<file path="src/rtl/block_serial_subtractor_if.sv">
// Operand/result bundle for block_serial_subtractor.
// Handshake: a transfer happens on a rising clk edge where valid and ready are
// both 1. The producer holds valid and its payload until that edge. ready may
// depend on state but never on valid. The input side uses in_valid/in_ready
// with payload A, B and Bin. The output side uses out_valid/out_ready with
// payload D, Bout and, when built with it, ovf.
// Optional feature macro: SUB_OVERFLOW_EN adds the signed-overflow flag ovf.
interface block_serial_subtractor_if #(
    parameter int DATA_WIDTH = 32
);
    logic                  in_valid;
    logic                  in_ready;
    logic [DATA_WIDTH-1:0] A;
    logic [DATA_WIDTH-1:0] B;
    logic                  Bin;
    logic                  out_valid;
    logic                  out_ready;
    logic [DATA_WIDTH-1:0] D;
    logic                  Bout;
`ifdef SUB_OVERFLOW_EN
    logic                  ovf;
`endif

    // Producer of operands and consumer of results (e.g. a testbench).
    modport master (
        output in_valid, A, B, Bin, out_ready,
`ifdef SUB_OVERFLOW_EN
        input  ovf,
`endif
        input  in_ready, out_valid, D, Bout
    );

    // The subtractor itself.
    modport slave (
        input  in_valid, A, B, Bin, out_ready,
`ifdef SUB_OVERFLOW_EN
        output ovf,
`endif
        output in_ready, out_valid, D, Bout
    );
endinterface

</file>
<file path="src/rtl/block_serial_subtractor.sv">
// Multi-cycle subtractor that computes D = A - B - Bin one BLOCK_SIZE-bit slice
// per cycle, from least to most significant, with a registered borrow chain.
// Optional feature macro: SUB_OVERFLOW_EN adds the registered signed-overflow
// output ovf.
// dbg_state exposes the FSM state: 0 = IDLE, 1 = BUSY, 2 = DONE.
module block_serial_subtractor #(
    parameter int DATA_WIDTH = 32,
    parameter int BLOCK_SIZE = 16
) (
    input  logic                          clk,
    input  logic                          rst,
    block_serial_subtractor_if.slave      bus,
    output logic [1:0]                    dbg_state
);
    localparam int STAGES = DATA_WIDTH / BLOCK_SIZE;
    localparam int CNT_W  = (STAGES > 1) ? $clog2(STAGES) : 1;
    localparam logic [CNT_W-1:0] LAST_BLK = CNT_W'(STAGES - 1);

    typedef enum logic [1:0] {
        IDLE = 2'd0,
        BUSY = 2'd1,
        DONE = 2'd2
    } state_t;

    state_t                  state;
    logic [CNT_W-1:0]        cnt;
    logic [DATA_WIDTH-1:0]   a_q;
    logic [DATA_WIDTH-1:0]   b_q;
    logic                    borrow_q;
    logic [DATA_WIDTH-1:0]   d_q;
    logic                    bout_q;
    logic                    out_valid_q;
`ifdef SUB_OVERFLOW_EN
    logic                    ovf_q;
`endif

    logic [BLOCK_SIZE-1:0]   a_blk;
    logic [BLOCK_SIZE-1:0]   b_blk;
    logic [BLOCK_SIZE:0]     blk_res;
    logic [DATA_WIDTH-1:0]   d_next;
    int                      offset;

    // Select slice cnt of the latched operands and subtract it with the
    // running borrow. blk_res[BLOCK_SIZE] is the borrow out of this slice.
    always_comb begin
        offset  = int'(cnt) * BLOCK_SIZE;
        a_blk   = BLOCK_SIZE'(a_q >> offset);
        b_blk   = BLOCK_SIZE'(b_q >> offset);
        blk_res = {1'b0, a_blk} - {1'b0, b_blk} - {{BLOCK_SIZE{1'b0}}, borrow_q};
        d_next  = (d_q & ~({{(DATA_WIDTH-BLOCK_SIZE){1'b0}}, {BLOCK_SIZE{1'b1}}} << offset))
                | ({{(DATA_WIDTH-BLOCK_SIZE){1'b0}}, blk_res[BLOCK_SIZE-1:0]} << offset);
    end

    // Control FSM with datapath registers. Loading Bin into borrow_q at
    // accept makes it the borrow-in for slice 0.
    always_ff @(posedge clk) begin
        if (rst) begin
            state       <= IDLE;
            cnt         <= '0;
            a_q         <= '0;
            b_q         <= '0;
            borrow_q    <= 1'b0;
            d_q         <= '0;
            bout_q      <= 1'b0;
            out_valid_q <= 1'b0;
`ifdef SUB_OVERFLOW_EN
            ovf_q       <= 1'b0;
`endif
        end else begin
            case (state)
                IDLE: begin
                    if (bus.in_valid) begin
                        a_q      <= bus.A;
                        b_q      <= bus.B;
                        borrow_q <= bus.Bin;
                        cnt      <= '0;
                        state    <= BUSY;
                    end
                end
                BUSY: begin
                    d_q      <= d_next;
                    borrow_q <= blk_res[BLOCK_SIZE];
                    if (cnt == LAST_BLK) begin
                        bout_q      <= blk_res[BLOCK_SIZE];
                        out_valid_q <= 1'b1;
                        state       <= DONE;
`ifdef SUB_OVERFLOW_EN
                        // Overflow occurs when the operand signs differ and
                        // the result sign differs from the minuend sign.
                        ovf_q <= (a_q[DATA_WIDTH-1] ^ b_q[DATA_WIDTH-1])
                               & (blk_res[BLOCK_SIZE-1] ^ a_q[DATA_WIDTH-1]);
`endif
                    end else begin
                        cnt <= cnt + CNT_W'(1);
                    end
                end
                DONE: begin
                    if (bus.out_ready) begin
                        out_valid_q <= 1'b0;
                        state       <= IDLE;
                    end
                end
                default: state <= IDLE;
            endcase
        end
    end

    // Drive the outputs from the registers. in_ready also drops while reset
    // is held.
    always_comb begin
        bus.in_ready  = (state == IDLE) && !rst;
        bus.out_valid = out_valid_q;
        bus.D         = d_q;
        bus.Bout      = bout_q;
`ifdef SUB_OVERFLOW_EN
        bus.ovf       = ovf_q;
`endif
        dbg_state     = state;
    end
endmodule

</file>
<file path="src/flat_wrapper.sv">
// flat-port wrapper written by rule: the top's interface ports become plain ports
module block_serial_subtractor_flat 
#(
    parameter int DATA_WIDTH = 32,
    parameter int BLOCK_SIZE = 16
)
  (clk, rst, dbg_state, bus_in_valid, bus_A, bus_B, bus_Bin, bus_out_ready, bus_in_ready, bus_out_valid, bus_D, bus_Bout);
  block_serial_subtractor_if #(.DATA_WIDTH(DATA_WIDTH)) bus_i ();
  input  logic clk;
  input  logic rst;
  output logic [1:0] dbg_state;
  input wire logic [$bits(bus_i.in_valid)-1:0] bus_in_valid;
  input wire logic [$bits(bus_i.A)-1:0] bus_A;
  input wire logic [$bits(bus_i.B)-1:0] bus_B;
  input wire logic [$bits(bus_i.Bin)-1:0] bus_Bin;
  input wire logic [$bits(bus_i.out_ready)-1:0] bus_out_ready;
  output wire logic [$bits(bus_i.in_ready)-1:0] bus_in_ready;
  output wire logic [$bits(bus_i.out_valid)-1:0] bus_out_valid;
  output wire logic [$bits(bus_i.D)-1:0] bus_D;
  output wire logic [$bits(bus_i.Bout)-1:0] bus_Bout;
  assign bus_i.in_valid = bus_in_valid;
  assign bus_i.A = bus_A;
  assign bus_i.B = bus_B;
  assign bus_i.Bin = bus_Bin;
  assign bus_i.out_ready = bus_out_ready;
  assign bus_in_ready = bus_i.in_ready;
  assign bus_out_valid = bus_i.out_valid;
  assign bus_D = bus_i.D;
  assign bus_Bout = bus_i.Bout;
  block_serial_subtractor #(.DATA_WIDTH(DATA_WIDTH), .BLOCK_SIZE(BLOCK_SIZE)) u_core (.clk(clk), .rst(rst), .bus(bus_i), .dbg_state(dbg_state));
endmodule
</file>
<file path="config.mk">
export PLATFORM = sky130hd
export DESIGN_NAME = block_serial_subtractor_flat
export DESIGN_NICKNAME = d
export VERILOG_FILES = /design/src/rtl/block_serial_subtractor_if.sv /design/src/rtl/block_serial_subtractor.sv /design/src/flat_wrapper.sv
export SDC_FILE = /design/constraint.sdc
export NUM_CORES = 1
export LEC_CHECK = 0
export ABC_CLOCK_PERIOD_IN_PS = 3740
export CAP_MARGIN = 20
export CORE_ASPECT_RATIO = 1.25
export CORE_MARGIN = 1.5
export CORE_UTILIZATION = 51
export CTS_CLUSTER_DIAMETER = 100
export DETAILED_ROUTE_END_ITERATION = 7
export GPL_TIMING_DRIVEN = 0
export PLACE_DENSITY = 0.84
export SYNTH_ARGS = -nofsm -noshare
export SYNTH_HDL_FRONTEND = slang
export SYNTH_SLANG_ARGS = --single-unit
</file>
<file path="constraint.sdc">
create_clock -name clk -period 3.74 [get_ports clk]
set_input_delay 0.561 -clock clk [delete_from_list [all_inputs] [get_ports clk]]
set_output_delay 0.561 -clock clk [all_outputs]
set_load 0.05 [all_outputs]
</file>
==> key figures <==
Yosys
  • Cell taking the most area after synthesis: dfxtp_1
  • Post-synth top area share: 41.1%
  • Synth area leaders: dfxtp_1, nand2_1, a21oi_1
  • Post-Syn Nets: 726
  • Ys async rst share: 0%
  • Count leader, synth: nand2_1
  • Top cells by count, synth: nand2_1, a21oi_1, dfxtp_1, clkbuf_1, inv_1
  • Yosys reg bits: 102
  • Avg Synthesized Cell Area: slightly below 8 um^2
  • Register area share after synthesis: around two fifths
  • EDFF count, synth: 0
  • Synth warn: 0
  • Synth Cell Area: between 4000 and 5000 um^2
  • Post-Synthesis Cells: approximately 630
  • Yosys cell types: 43
  • Ys flop type: dfxtp_1

STA
  • Final Cycle Share: a little over nine tenths
  • Worst Hold Slack: 0.457 ns
  • Fmax: approximately 280 MHz
  • Hold Violations, Final: 0
  • Setup slack after layout: around 0.16 ns
  • Max Slew Vio Count: 0
  • Setup-failing EPs final: 0
  • Measured slew at the worst slew-check pin: 0.656 ns
  • Skew final: 0.00658 ns
  • Relative slew slack: about 56%
  • Post-route minimum period: ~3.6 ns
  • RSZ-0062 raised after global routing: no
  • Final setup TNS: 0 ns

Clock network
  • H-tree levels: 3
  • CTS clock-pin slew for the worst setup and hold paths: around 0.070 ns
  • Clock Tree Buf Depth: 2
  • Post-CTS setup buffers: 0
  • Sink Count: between 100 and 150
  • CTS root buf: clkbuf_16
  • CTS tree: done
  • Num CTS Buffers: 9
  • Clk_lat worst skew: 0.35 ns

Critical path
  • Flop2flop setup slack: ~0.16 ns
  • Largest stage delay on the critical path: roughly 0.49 ns
  • Critical Path Start: u_core.cnt$_SDFFE_PP0P_
  • Crit-path most repeated cell: fa_1
  • Buffers plus inverters on the worst setup path: 1
  • Critical path peak fanout: 11
  • Worst Path Required: ~4 ns
  • Worst-path cell chain: clkbuf_4 > mux2_2 > fa_1 > fa_1 > nor3b_1 > nor3_1 > nor2_2 > o21ai_0 > nor4b_1 > a211o_1
  • Critical path class: reg -> reg
  • WP data arrival: between 3 and 4 ns
  • CP delay by family, top: simple AND/OR/NAND/NOR gates
  • Worst Setup Start Kind: register
  • CP Capture Type: register
  • Reg2reg start: u_core.cnt$_SDFFE_PP0P_
  • Slowest stage cell on the critical path: dfxtp_2

Layout
  • Cell area after layout: between 6000 and 7000 um^2
  • Area Growth Syn to Fin: 30.8%
  • Antenna Cells: 0
  • Fraction of layout cells with a size suffix above 1: 6.02%
  • Final net count: approximately 840

Drt
  • Final wirelength: 13700 um
  • Vias per Instance: 5.44
  • Initial DRC count: roughly 220
  • Via count: about 4700
  • Drt pass-1 iters: 5
  • Routed Antenna Nets: 0
  • Drc violations: 0
  • Routed length per placed instance: around 16 um

Placement
  • GPL Wtd Cong: ~0.9
  • DP Wirelength: 10600 um
  • Area of placed instances: just over 6000 um^2
  • Pre-CTS WS: -0.448 ns
  • # port buffers: between 100 and 150

Power
  • Peak supply drop: 0.259 mV
  • P_leak: 2.53 nW
  • Power density cells: approximately 500 nW/um^2

Global routing
  • Largest net degree at the start of global routing: 18
  • Vias in the first global route: 4848
  • Antenna violations before repair: 0
  • Remaining Overflow, GRT: 0
  • Tot GR Track Use: 27.7%
  • First-pass GRT wire length: 22700 um

Floorplan
  • Core area: approximately 9600 um^2
  • Io pins: between 100 and 150
  • Standard-cell rows: 40
  • Die height: 113 um
  • Initial cell density of the core: between 50% and 60%
  • Die area: between 10000 and 15000 um^2
  • Die width: about 91 um

Worst hold path
  • Min-delay worst type: reg -> reg

Job
  • MaxCap Viol Count: 0

Status
  • Status: complete, no violations
-- final cells by class --
type	count	area, um^2
repair buffers	105	1050
multi-input cells	456	2670
well taps	126	158
clock buffers	10	239
clock inverters	6	70.1
plain buffers	38	153
flip-flops and latches	102	2040
inverters	30	113
fillers	762	3060
-- final timing paths --
path                            endpoint  cells after the start
worst min-delay path            register                      2
worst min register to register  register                      2
worst max-delay path            register                     10
worst max register to register  register                     10
-- per-stage QoR --
step                      total power [mW]  utilization [%]  cells
after global placement                2.27             64.6    858
after global routing                  3.42             68.0    873
after floorplan                       1.95                -    627
after CTS                             3.24             67.8    873
final                                 3.25             68.0    873
after detailed placement              2.29             64.6    858
-- what timing repair did --
| item | in CTS | in global routing |
|---|---|---|
| resized for setup | 4 | 5 |
| hold buffers | 0 | 0 |
| endpoints found under the setup margin | 21 | 10 |
-- power breakdown --
| group | internal (mW) | switching (mW) |
|---|---|---|
| clock network | 0.542 | 0.426 |
| logic | 0.411 | 0.655 |
| registers | 1.17 | 0.0480 |
-- per-layer routing --
| metal | part of all wire (%) | track usage, % |
|---|---|---|
| met5 | 0 | 0 |
| met3 | 4.7 | 4.91 |
| met1 | 42 | 32.0 |
| met2 | 50 | 48.8 |
| met4 | 3.7 | 14.2 |
-- layout by cell type (no fill, tap or decap), types with 6 or more instances in the layout --
master           instances
nand2_1                175
clkdlybuf4s50_1        105
a21oi_1                102
dfxtp_1                101
inv_1                   30
clkbuf_1                29
ha_1                    28
nor2_1                  17
mux2i_1                 16
mux2_2                  15
o21ai_0                  9
a211oi_1                 9
clkbuf_16                9
nor3_1                   8
nand2b_1                 6
nand3_1                  6
nand3b_1                 6
xor2_1                   6
-- kinds of logic (layout without fill, tap and decap cells) --
| kind of cell | after synthesis | count (layout) | share of synthesized area [%] |
|---|---|---|---|
| and+or+nand+nor | 240 | 240 | 20.5 |
| muxes | 32 | 32 | 6.93 |
| xor gates and xnor gates | 10 | 10 | 1.76 |
| buffers and inverters | 69 | 189 | 5.29 |
| AOI/OAI and AO/OA | 144 | 144 | 16.5 |
| adders and majority gates | 30 | 30 | 7.86 |
| DFF | 102 | 102 | 41.1 |
-- worst min-delay path: cells and delay by family (launching register included) --
family | cells | cell delay [ns]
DFF | 1 | 0.31
AOI/OAI and AO/OA | 1 | 0.05
and+or+nand+nor | 1 | 0.05
Power figures use the tool's default switching activity.
